**src/rtl/currency_note_collector.sv**
```systemverilog
// Cash-path front end: decodes note events, accumulates value in 5-units against the
// latched bill and reports settlement (with change) or a refund on cancel/timeout.
module currency_note_collector #(
  parameter int HOLD_CYCLES    = 2,
  parameter int TIMEOUT_CYCLES = 1000
) (
  input  logic       clk,
  input  logic       reset_n,
  input  logic       collect_start,
  input  logic [7:0] bill_amount,
  input  logic       note_valid,
  input  logic [3:0] note_code,
  input  logic       collect_cancel,
  output logic       currency_inserted,
  output logic [7:0] currency_amount,
  output logic [7:0] change_amount,
  output logic       refund_valid,
  output logic [8:0] refund_amount,
  output logic       note_reject,
  output logic       busy,
  output logic [8:0] collected_amount
);

  localparam int TW = $clog2(TIMEOUT_CYCLES);
  localparam int HW = $clog2(HOLD_CYCLES + 1);
  localparam logic [TW-1:0] TIMEOUT_LAST = TW'(TIMEOUT_CYCLES - 1);
  localparam logic [HW-1:0] HOLD_LAST    = HW'(HOLD_CYCLES);

  typedef enum logic [1:0] {IDLE, COLLECT, SETTLE, REFUND} state_t;

  state_t        state;
  logic [7:0]    target;
  logic [TW-1:0] timeout_cnt;
  logic [HW-1:0] hold_cnt;

  logic [7:0] note_value;
  logic       code_ok;
  logic       accept;
  logic [8:0] note_sum;
  logic [7:0] change;

  always_comb begin
    note_value = 8'd0;
    code_ok    = 1'b1;
    case (note_code)
      4'b1000: note_value = 8'd200;
      4'b0100: note_value = 8'd100;
      4'b0010: note_value = 8'd20;
      4'b0001: note_value = 8'd10;
      4'b1010: note_value = 8'd4;
      4'b0110: note_value = 8'd2;
      4'b0000: note_value = 8'd1;
      default: code_ok    = 1'b0;
    endcase
    accept   = note_valid && code_ok;
    note_sum = collected_amount + (accept ? {1'b0, note_value} : 9'd0);
    // Overpayment is at most 199, so the low byte of the difference is exact.
    change   = note_sum[7:0] - target;
  end

  always_ff @(posedge clk) begin
    if (!reset_n) begin
      state             <= IDLE;
      target            <= 8'd0;
      timeout_cnt       <= '0;
      hold_cnt          <= '0;
      currency_inserted <= 1'b0;
      currency_amount   <= 8'd0;
      change_amount     <= 8'd0;
      refund_valid      <= 1'b0;
      refund_amount     <= 9'd0;
      note_reject       <= 1'b0;
      busy              <= 1'b0;
      collected_amount  <= 9'd0;
    end else begin
      note_reject  <= 1'b0;
      refund_valid <= 1'b0;
      case (state)
        IDLE: begin
          currency_inserted <= 1'b0;
          currency_amount   <= 8'd0;
          change_amount     <= 8'd0;
          refund_amount     <= 9'd0;
          note_reject       <= note_valid;
          if (collect_start && bill_amount != 8'd0) begin
            target           <= bill_amount;
            collected_amount <= 9'd0;
            timeout_cnt      <= '0;
            busy             <= 1'b1;
            state            <= COLLECT;
          end
        end
        COLLECT: begin
          note_reject <= note_valid && !code_ok;
          if (accept) begin
            collected_amount <= note_sum;
            timeout_cnt      <= '0;
          end
          // Cancel wins over settlement; a same-cycle note still lands in the refund.
          if (collect_cancel) begin
            refund_valid  <= 1'b1;
            refund_amount <= note_sum;
            state         <= REFUND;
          end else if (accept && note_sum >= {1'b0, target}) begin
            currency_inserted <= 1'b1;
            currency_amount   <= target;
            change_amount     <= change;
            hold_cnt          <= HW'(1);
            state             <= SETTLE;
          end else if (!accept) begin
            if (timeout_cnt == TIMEOUT_LAST) begin
              refund_valid  <= 1'b1;
              refund_amount <= collected_amount;
              state         <= REFUND;
            end else begin
              timeout_cnt <= timeout_cnt + TW'(1);
            end
          end
        end
        SETTLE: begin
          note_reject <= note_valid;
          if (hold_cnt >= HOLD_LAST) begin
            currency_inserted <= 1'b0;
            currency_amount   <= 8'd0;
            change_amount     <= 8'd0;
            hold_cnt          <= '0;
            busy              <= 1'b0;
            state             <= IDLE;
          end else begin
            hold_cnt <= hold_cnt + HW'(1);
          end
        end
        REFUND: begin
          note_reject   <= note_valid;
          refund_amount <= 9'd0;
          busy          <= 1'b0;
          state         <= IDLE;
        end
        default: state <= IDLE;
      endcase
    end
  end

endmodule

```
**config.mk**
```make
export PLATFORM = sky130hd
export DESIGN_NAME = currency_note_collector
export DESIGN_NICKNAME = d
export VERILOG_FILES = /design/src/rtl/currency_note_collector.sv
export SDC_FILE = /design/constraint.sdc
export NUM_CORES = 1
export LEC_CHECK = 0
export CAP_MARGIN = 0
export CORE_ASPECT_RATIO = 0.7
export CORE_UTILIZATION = 40
export DETAILED_ROUTE_END_ITERATION = 16
export RECOVER_POWER = 100
export SLEW_MARGIN = 30
export SYNTH_ARGS = -nofsm -noshare
export SYNTH_HDL_FRONTEND = slang
export SYNTH_SLANG_ARGS = --single-unit
```
**constraint.sdc**
```tcl
create_clock -name clk -period 6.27 [get_ports clk]
set_clock_uncertainty 0.05 [all_clocks]
set_input_delay 0.9405 -clock clk [delete_from_list [all_inputs] [get_ports clk]]
set_output_delay 0.9405 -clock clk [all_outputs]
set_load 0.02 [all_outputs]
```
==> flow_summary.yaml, run 1 <==
routing:
  drtIter0Drc: 157
  num_vias: 3045
  vias_per_cell: 5.60
  wl_per_cell_um: 16.0
  wl_um: 8680
  drc_errors: 0
  dr.pass1.iters: 5
  ant_nets: 0
placed_design:
  io_buffer_count: 54
  gp_congestion: 0.796
  pre_cts_ws_ns: 0.683
  dp_hpwl_um: 6490
clock_tree:
  cts_sinks: 60
  ctsHoldBuffers: 0
  cts_resized: 0
  clkTransAtPathRegs_ns: 0.05
  cts.root.buffer_cell: "clkbuf_16"
  post_cts_buffers: 0
  insertion_delay_ns: 0.33
  clockBufferDepth: 2
  cts-buffers-inserted: 9
  cts_tree: "built"
  htreeDepth: 3
pwr:
  clkPwrFrac_pct: 34.3
  power.leakage_nw: 1.79
  power_frac_comb_pct: 33.4
  ir_worst_vdd_v: 0.000202
  p_per_area_mw_per_mm2: 315
  swShare_pct: 35.1
  p_switching_mw: 0.470
  pwr-share-seq_pct: 32.3
  intPower_mw: 0.870
logic_synthesis:
  synth_top_area_share_pct: 35.1
  ys_seq_area_share_pct: 35.1
  syn_nets: 427
  synth.cell_area_mm2: 0.00342
  synthDistinctLibCells: 68
  synth_most_common_cell: "dfxtp_1"
  syn_avg_cell_area_um2: 8.84
  synth-edff-count: 0
  ys.warnings.count: 0
  synthArstFlopShare_pct: 0
  yosysTopAreaCell: "dfxtp_1"
  synth_area_leaders: "dfxtp_1, ha_1, a21oi_1, a22o_1, nor2_1"
  syn_inst: 387
  synthFlopType: "dfxtp_1"
  ys_ff_latch: 60
  synth_common_cells: "dfxtp_1, nor2_1, a21oi_1"
layout:
  areaGrowthSynthToFinish_pct: 24.4
  fill_cells: 759
  multi_input_area_mm2: 0.00202
  final_layout_size_suffix_gt1_share_pct: 7.67
  seqCellArea_mm2: 0.00120
  fin_nets: 478
  antenna-diode-count: 0
run_status:
  outcome: "finished, final reports clean"
floorplan:
  fp-row-count: 27
  die_x_um: 113
  top_level_ports: 55
  core_area_mm2: 0.00807
  initial_core_util_pct: 42.4
  fp.dieH_um: 79.4
  die-area_mm2: 0.00893
critical_path:
  crit_fanout: 16
  critical_path_required_ns: 6.49
  criticalPathCategory: "input pin to register"
  r2r_start: "collected_amount[1]$_SDFFE_PN0P_"
  crit_path_start: "note_code[2]"
  arrival_ns: 5.62
  cp-end-kind: "register"
  start_kind: "input pin"
sta:
  period_needed_ns: 5.40
  setup_violations: 0
  rsz0062_at_grt: "false"
  slew_violations: 0
  setup_slack_ns: 0.867
  fin_setup_tns_ns: 0
  tightest_slew_ns: 1.20
  max_freq_mhz: 185
  hold_violations: 0
  timing.final.crit_share_pct: 86.2
  slew_headroom_pct: 19.2
grt:
  grt_pass1_vias: 2766
  antenna_found_initial: 0
  grt_pass1_wl_um: 14100
  grt_usage_pct: 20.8
  grt_max_degree: 25
  grt-ovfl-total: 0
min_path:
  hold_class: "register to register"
  hold_path.startpoint: "refund_amount[5]$_SDFFE_PN0P_"
job:
  cap_violations: 0
## state kept, by name, summed over array words and instances (netlist names)
| signal | cells |
|---|---|
| timeout_cnt | 10 |
| collected_amount | 9 |
| refund_amount | 9 |
| change_amount | 8 |
| currency_amount | 8 |
| target | 8 |
| hold_cnt | 2 |
| state | 2 |
| busy | 1 |
| currency_inserted | 1 |
| note_reject | 1 |
| refund_valid | 1 |
## cells in the final DEF, fill, tap and decap left out, types with 15 or more instances in the layout
cell	count
dlygate4sd3_1	40
nand3_1	17
ha_1	21
nand2_1	28
a22o_1	15
o21ai_0	20
nor2_1	30
a21oi_1	28
dfxtp_1	60
inv_1	20
## metrics by stage
| stage | cells | cell area, um^2 | total power [mW] | hold WS (ns) | util (%) |
|---|---|---|---|---|---|
| 6_report | 544 | 4250 | 1.34 | 0.394 | 52.7 |
| 5_1_grt | 544 | 4250 | 1.42 | 0.427 | 52.7 |
| 4_1_cts | 544 | 4300 | 1.36 | 0.407 | 53.3 |
| 3_5_place_dp | 528 | 4020 | 0.898 | 0.396 | 49.8 |
| 3_3_place_gp | 528 | 4010 | 0.892 | 0.386 | 49.7 |
| 2_1_floorplan | 387 | 3420 | 0.789 | 0.398 | - |
## path summary, 6_finish.rpt
| path | to | slack (ns) | depth (start not counted) |
|---|---|---|---|
| worst min register to register | refund_amount[5]$_SDFFE_PN0P_ | 0.39 | 2 |
| worst max-delay path | change_amount[7]$_SDFFE_PN0P_ | 0.87 | 17 |
| worst max register to register | change_amount[7]$_SDFFE_PN0P_ | 2.43 | 12 |
| worst min-delay path | refund_amount[5]$_SDFFE_PN0P_ | 0.39 | 2 |
## logic make-up after synthesis
kind of cell	synth area share (%)
AO/OA/AOI/OAI	25.3
XOR/XNOR	3.59
adder cells (fa/ha/maj)	8.85
buffers and inverters	4.68
flip-flops	35.1
multiplexers	3.04
AND/OR/NAND/NOR	19.4
## critical path, stage by stage
cell           delay, ns
dlygate4sd3_1       0.72
nand2_1             0.09
nor2_1              0.09
a21oi_1             0.05
nor3b_1             0.42
ha_1                0.32
a21oi_1             0.22
o211ai_1            0.16
o41ai_1             0.36
xnor2_1             0.23
ha_1                0.34
a21oi_1             0.16
o211ai_1            0.09
nor2_1              0.16
a41oi_1             0.31
a21oi_2             0.71
a22o_1              0.24
## power groups by stage
stage	Combinational [mW]	Sequential, mW	Clock (mW)
3_3_place_gp	0.452	0.440	0
6_report	0.448	0.433	0.459
5_1_grt	0.494	0.436	0.490
4_1_cts	0.460	0.433	0.468
3_5_place_dp	0.458	0.440	0
2_1_floorplan	0.349	0.440	0
## routing by layer
metal	part of all wire [%]	wire length (um)	global-route usage (%)
met3	3.2	280	4.96
met2	42	3640	30.5
met1	54	4660	29.2
met5	0	0	0
met4	1.2	104	8.27
## layout make-up
| type | instances | area share, % |
|---|---|---|
| clock buffer | 15 | 6.53 |
| inverter | 21 | 1.85 |
| clock inverter | 1 | 0.118 |
| sequential | 60 | 28.2 |
| timing repair buffer | 55 | 12.9 |
| multi-input combinational | 291 | 47.4 |
| tap | 101 | 2.97 |
No activity file was read; power rests on OpenSTA's default activity.
==> run 2, diff against run 1 <==
CORE_ASPECT_RATIO = 0.8   (was 0.7)
CORE_UTILIZATION = 50   (was 40)
CTS_CLUSTER_DIAMETER = 120   (was unset)
PLACE_DENSITY = 0.75   (was unset)
==> run 2 against run 1 <==
Sequential share of layout area grew 0.76 points; sequential power is essentially flat; core utilization grew 11 points; cell area shrank 2.6%; register-to-register slack lost 0.03 ns; flip-flop and latch count is the same; combinational power shrank 2%; via count shrank 0.53%; largest power group is now combinational logic.
==> flow_summary.yaml, run 2 (same netlist as run 1, synthesis figures left out) <==
clock_tree:
  clockBufferDepth: 2
  clkTransAtPathRegs_ns: 0.07
  insertion_delay_ns: 0.35
  cts.root.buffer_cell: "clkbuf_8"
  cts_resized: 0
  htreeDepth: 3
  cts-buffers-inserted: 9
  cts_tree: "built"
  cts_sinks: 60
  post_cts_buffers: 0
  ctsHoldBuffers: 0
pwr:
  ir_worst_vdd_v: 0.000219
  total_power_mw: 1.21
  p_per_area_mw_per_mm2: 292
  power.leakage_nw: 1.75
sta:
  setup_violations: 0
  holdWs_ns: 0.399
  max_freq_mhz: 193
  slew_violations: 0
  rsz0062_at_grt: "false"
  tightest_slew_ns: 1.11
  setup_slack_ns: 1.10
  fin_setup_tns_ns: 0
  hold_violations: 0
  timing.final.crit_share_pct: 82.5
  period_needed_ns: 5.17
  slew_headroom_pct: 25.2
run_status:
  outcome: "finished, final reports clean"
critical_path:
  max_stage_delay_ns: 0.73
  critical_path_required_ns: 6.52
  start_kind: "input pin"
  cp-end-kind: "register"
  arrival_ns: 5.42
  crit_fanout: 16
  criticalPathCategory: "input pin to register"
  crit_chain: "dlygate4sd3_1 -> nand2b_1 -> nor4_1 -> ha_1 -> fa_1 -> a21oi_1 -> o22ai_1 -> nor2_1 -> xnor2_1 -> ha_1 -> nand3_1 -> o32ai_1 -> nor2_1 -> a41oi_1 -> a21oi_2 -> a22o_1"
  rr_worst_depth: 13
  crit_slowest_cell: "dlygate4sd3_1"
layout:
  largest_register: "timeout_cnt"
  fill_cells: 587
  reg_top3: "timeout_cnt (10), collected_amount (9), refund_amount (9)"
  fin_nets: 478
  largest_reg_flops: 10
  seqCellArea_mm2: 0.00120
  multi_input_area_mm2: 0.00202
  antenna-diode-count: 0
  final_cell_mix: "dfxtp_1, dlygate4sd3_1, nor2_1"
  areaGrowthSynthToFinish_pct: 21.1
  stdcell_area_mm2: 0.00414
  final_common_cell: "dfxtp_1"
  layout.cells.non_filler: 527
  final_util_pct: 63.7
  final_layout_size_suffix_gt1_share_pct: 8.13
placed_design:
  io_buffer_count: 54
  dp_hpwl_um: 6010
  gp_congestion: 0.865
  placed_cell_area_mm2: 0.00399
  pre_cts_ws_ns: 0.865
  dp.cells: 511
grt:
  grt_max_degree: 25
  antenna_found_initial: 0
  grt_pass1_wl_um: 13200
  grt_usage_pct: 23.5
  grt-ovfl-total: 0
  grt_pass1_vias: 2744
floorplan:
  core_area_mm2: 0.00651
  top_level_ports: 55
  fp.dieH_um: 76.0
  initial_core_util_pct: 52.6
  fp-row-count: 26
  die-area_mm2: 0.00718
  die_x_um: 94.5
routing:
  drtIter0Drc: 139
  vias_per_cell: 5.75
  drc_errors: 0
  wl_um: 7980
  dr.pass1.iters: 5
  wl_per_cell_um: 15.1
  ant_nets: 0
  num_vias: 3029
job:
  cap_violations: 0
min_path:
  hold_class: "register to register"
  holdPathStages: 2
-- run 2: cell types whose count changed in the layout (fill, tap and decap cells not counted), moves of 2 or more --
cell / before / now
clkbuf_8: 3 / 9
clkinv_4: 0 / 2
clkbuf_1: 3 / 1
clkbuf_16: 9 / 0
-- run 2: cell type report --
class                           instances  area share [%]
Clock buffer                           10            3.08
Clock inverter                          6            1.57
Multi-Input combinational cell        291            48.7
Inverter                               21            1.90
Timing Repair Buffer                   55            13.2
Sequential cell                        60            29.0
Tap cell                               84            2.54
-- run 2: report_power, final --
| part | switching (mW) | internal [mW] |
|---|---|---|
| sequential | 0.0220 | 0.408 |
| combinational | 0.277 | 0.162 |
| clock | 0.157 | 0.183 |
-- run 2: critical path: cells and delay by family --
| family | cells | cell delay (ns) |
|---|---|---|
| buf+inv | 1 | 0.73 |
| xor+xnor | 1 | 0.33 |
| fa+ha+maj | 3 | 0.82 |
| compound gates | 6 | 1.81 |
| simple gates | 5 | 0.77 |
-- run 2: final timing paths --
| kind | startpoint | endpoint | slack [ns] |
|---|---|---|---|
| max | note_valid | currency_amount[1]$_SDFFE_PN0P_ | 1.10 |
| max reg2reg | collected_amount[0]$_SDFFE_PN0P_ | currency_amount[1]$_SDFFE_PN0P_ | 2.40 |
| min | refund_amount[3]$_SDFFE_PN0P_ | refund_amount[3]$_SDFFE_PN0P_ | 0.40 |
| min reg2reg | refund_amount[3]$_SDFFE_PN0P_ | refund_amount[3]$_SDFFE_PN0P_ | 0.40 |
-- run 2: layer usage --
layer  GRT usage [%]  share of wire, %
met1            33.6                50
met5               0                 0
met2            34.1                44
met3            5.72               5.1
met4            8.18               1.3
==> run 3, diff against run 2 <==
CORE_UTILIZATION = 49   (was 50)
PLACE_DENSITY = 0.77   (was 0.75)
clock period = 4.59 ns   (was 6.27 ns; I/O delays follow)
==> run 3 against run 2 <==
Flip-flop and latch count unchanged; first-iteration DRC count is 32% higher; combinational power rose by 48%; cell count grew 4.0%; critical path depth is 2 higher; largest cell class unchanged.
==> flow_summary.yaml, run 3 (same netlist as run 1, synthesis figures left out) <==
run_status:
  outcome: "finished, final reports clean"
pwr:
  power_frac_comb_pct: 36.9
  pwr-share-seq_pct: 33.3
  ir_worst_vdd_v: 0.000412
  clkPwrFrac_pct: 29.7
  intPower_mw: 1.12
  power.leakage_nw: 1.90
  p_switching_mw: 0.642
  p_per_area_mw_per_mm2: 402
  swShare_pct: 36.6
  total_power_mw: 1.76
clock_tree:
  cts_sinks: 60
  clockBufferDepth: 2
  cts-buffers-inserted: 9
  clkTransAtPathRegs_ns: 0.07
  insertion_delay_ns: 0.35
  cts.root.buffer_cell: "clkbuf_8"
  htreeDepth: 3
  cts_tree: "built"
  ctsHoldBuffers: 0
grt:
  grt.busiest_layer: "met2"
  grt_max_degree: 25
  met1_usage_pct: 37.0
  grt_pass1_vias: 2940
  grt_usage_pct: 25.4
  grt-ovfl-total: 0
  grt_pass1_wl_um: 14400
  use_met2_pct: 37.4
  antenna_found_initial: 0
  use_met3_pct: 5.85
sta:
  slew_violations: 0
  hold_violations: 0
  setup_slack_ns: 0.197
  timing.final.crit_share_pct: 95.7
  setup_violations: 0
  fin_setup_tns_ns: 0
  holdWs_ns: 0.408
  slew_headroom_pct: 34.9
  max_freq_mhz: 228
  period_needed_ns: 4.39
  tightest_slew_ns: 0.967
critical_path:
  criticalPathCategory: "input pin to register"
  crit_fanout: 6
  cp-end-kind: "register"
  r2r_slack_ns: 1.07
  critical_path_required_ns: 4.78
  reg2reg_to: "hold_cnt[1]$_SDFFE_PN0P_"
  arrival_ns: 4.58
  start_kind: "input pin"
  r2r_start: "collected_amount[0]$_SDFFE_PN0P_"
  rr_worst_depth: 14
routing:
  ant_nets: 0
  num_vias: 3170
  wl_um: 8950
  vias_per_cell: 5.78
  dr.pass1.iters: 5
  drc_errors: 0
  wl_per_cell_um: 16.3
  drtIter0Drc: 184
min_path:
  min_to: "refund_amount[4]$_SDFFE_PN0P_"
  holdPathStages: 2
  hold_path.startpoint: "refund_amount[4]$_SDFFE_PN0P_"
  hold_class: "register to register"
placed_design:
  dp_hpwl_um: 6570
  pre_cts_ws_ns: -0.325
  placed_cell_area_mm2: 0.00415
  gp_congestion: 0.903
  io_buffer_count: 54
  dp.cells: 532
layout:
  stdcell_area_mm2: 0.00437
  final_cell_mix: "dfxtp_1, dlygate4sd3_1, nor2_1"
  final_layout_size_suffix_gt1_share_pct: 13.4
  areaGrowthSynthToFinish_pct: 27.7
  final_util_pct: 66.5
  largest_register: "timeout_cnt"
  layout.cells.non_filler: 548
  fill_cells: 565
  reg_top3: "timeout_cnt (10), collected_amount (9), refund_amount (9)"
  largest_reg_flops: 10
  fin_nets: 499
  antenna-diode-count: 0
  final_common_cell: "dfxtp_1"
floorplan:
  core_area_mm2: 0.00657
  initial_core_util_pct: 52.0
  fp-row-count: 26
  top_level_ports: 55
  die_x_um: 95.4
  fp.dieH_um: 76.7
  die-area_mm2: 0.00732
job:
  cap_violations: 0
run 3: cell count changes in the layout (fill, tap and decap cells not counted), moves of 2 or more:
cell and change:
buf_4 +19, clkbuf_8 +4, clkinv_4 -2, dlygate4sd3_1 -2
run 3: final cells by class:
cell class | count | area, um^2 | share of cell area (%)
clock inverters | 3 | 42.5 | 0.974
inverters | 21 | 78.8 | 1.81
repair buffers | 76 | 704 | 16.1
clock buffers | 13 | 179 | 4.10
multi-input cells | 291 | 2060 | 47.1
well taps | 84 | 105 | 2.41
flip-flops and latches | 60 | 1200 | 27.5
run 3: worst max-delay path by stage:
stage	end	cells past startpoint	slack (ns)	startpoint
after floorplan	change_amount[0]$_SDFFE_PN0P_	16	0.57	note_code[2]
after global placement	change_amount[6]$_SDFFE_PN0P_	15	-0.19	note_code[0]
after detailed placement	change_amount[6]$_SDFFE_PN0P_	15	-0.32	note_code[2]
after CTS	change_amount[6]$_SDFFE_PN0P_	15	0.02	note_code[2]
after global routing	hold_cnt[1]$_SDFFE_PN0P_	18	-0.04	note_code[0]
final	hold_cnt[1]$_SDFFE_PN0P_	18	0.20	note_code[0]
run 3: critical path: stages:
cell and delay (ns):
clkdlybuf4s50_1 0.51, nand2b_1 0.25, buf_4 0.16, nor4b_1 0.34, or2_2 0.19, ha_1 0.23
nor3_1 0.08, nor2_1 0.15, o41ai_2 0.10, xnor2_1 0.15, ha_1 0.34, nand3_1 0.12
a211o_1 0.30, buf_4 0.14, a41oi_2 0.24, buf_4 0.18, o21ai_0 0.10, a32o_1 0.30
run 3: timing repair:
item / CTS / global route
buffers inserted: 0 / 0
endpoints found under the setup margin: 0 / 20
gates resized for setup: 0 / 8
run 3: power groups by stage:
stage | Combinational, mW | Sequential (mW) | Clock, mW
6_report | 0.649 | 0.586 | 0.522
2_1_floorplan | 0.477 | 0.601 | 0
4_1_cts | 0.654 | 0.586 | 0.525
3_5_place_dp | 0.643 | 0.597 | 0
3_3_place_gp | 0.627 | 0.596 | 0
5_1_grt | 0.710 | 0.591 | 0.554
run 3: layer usage:
layer  vias up  part of all wire [%]
li1       1570                     -
met1      1487                    48
met2       105                    45
met3         8                   6.2
met4         0                  0.80
met5         -                     0
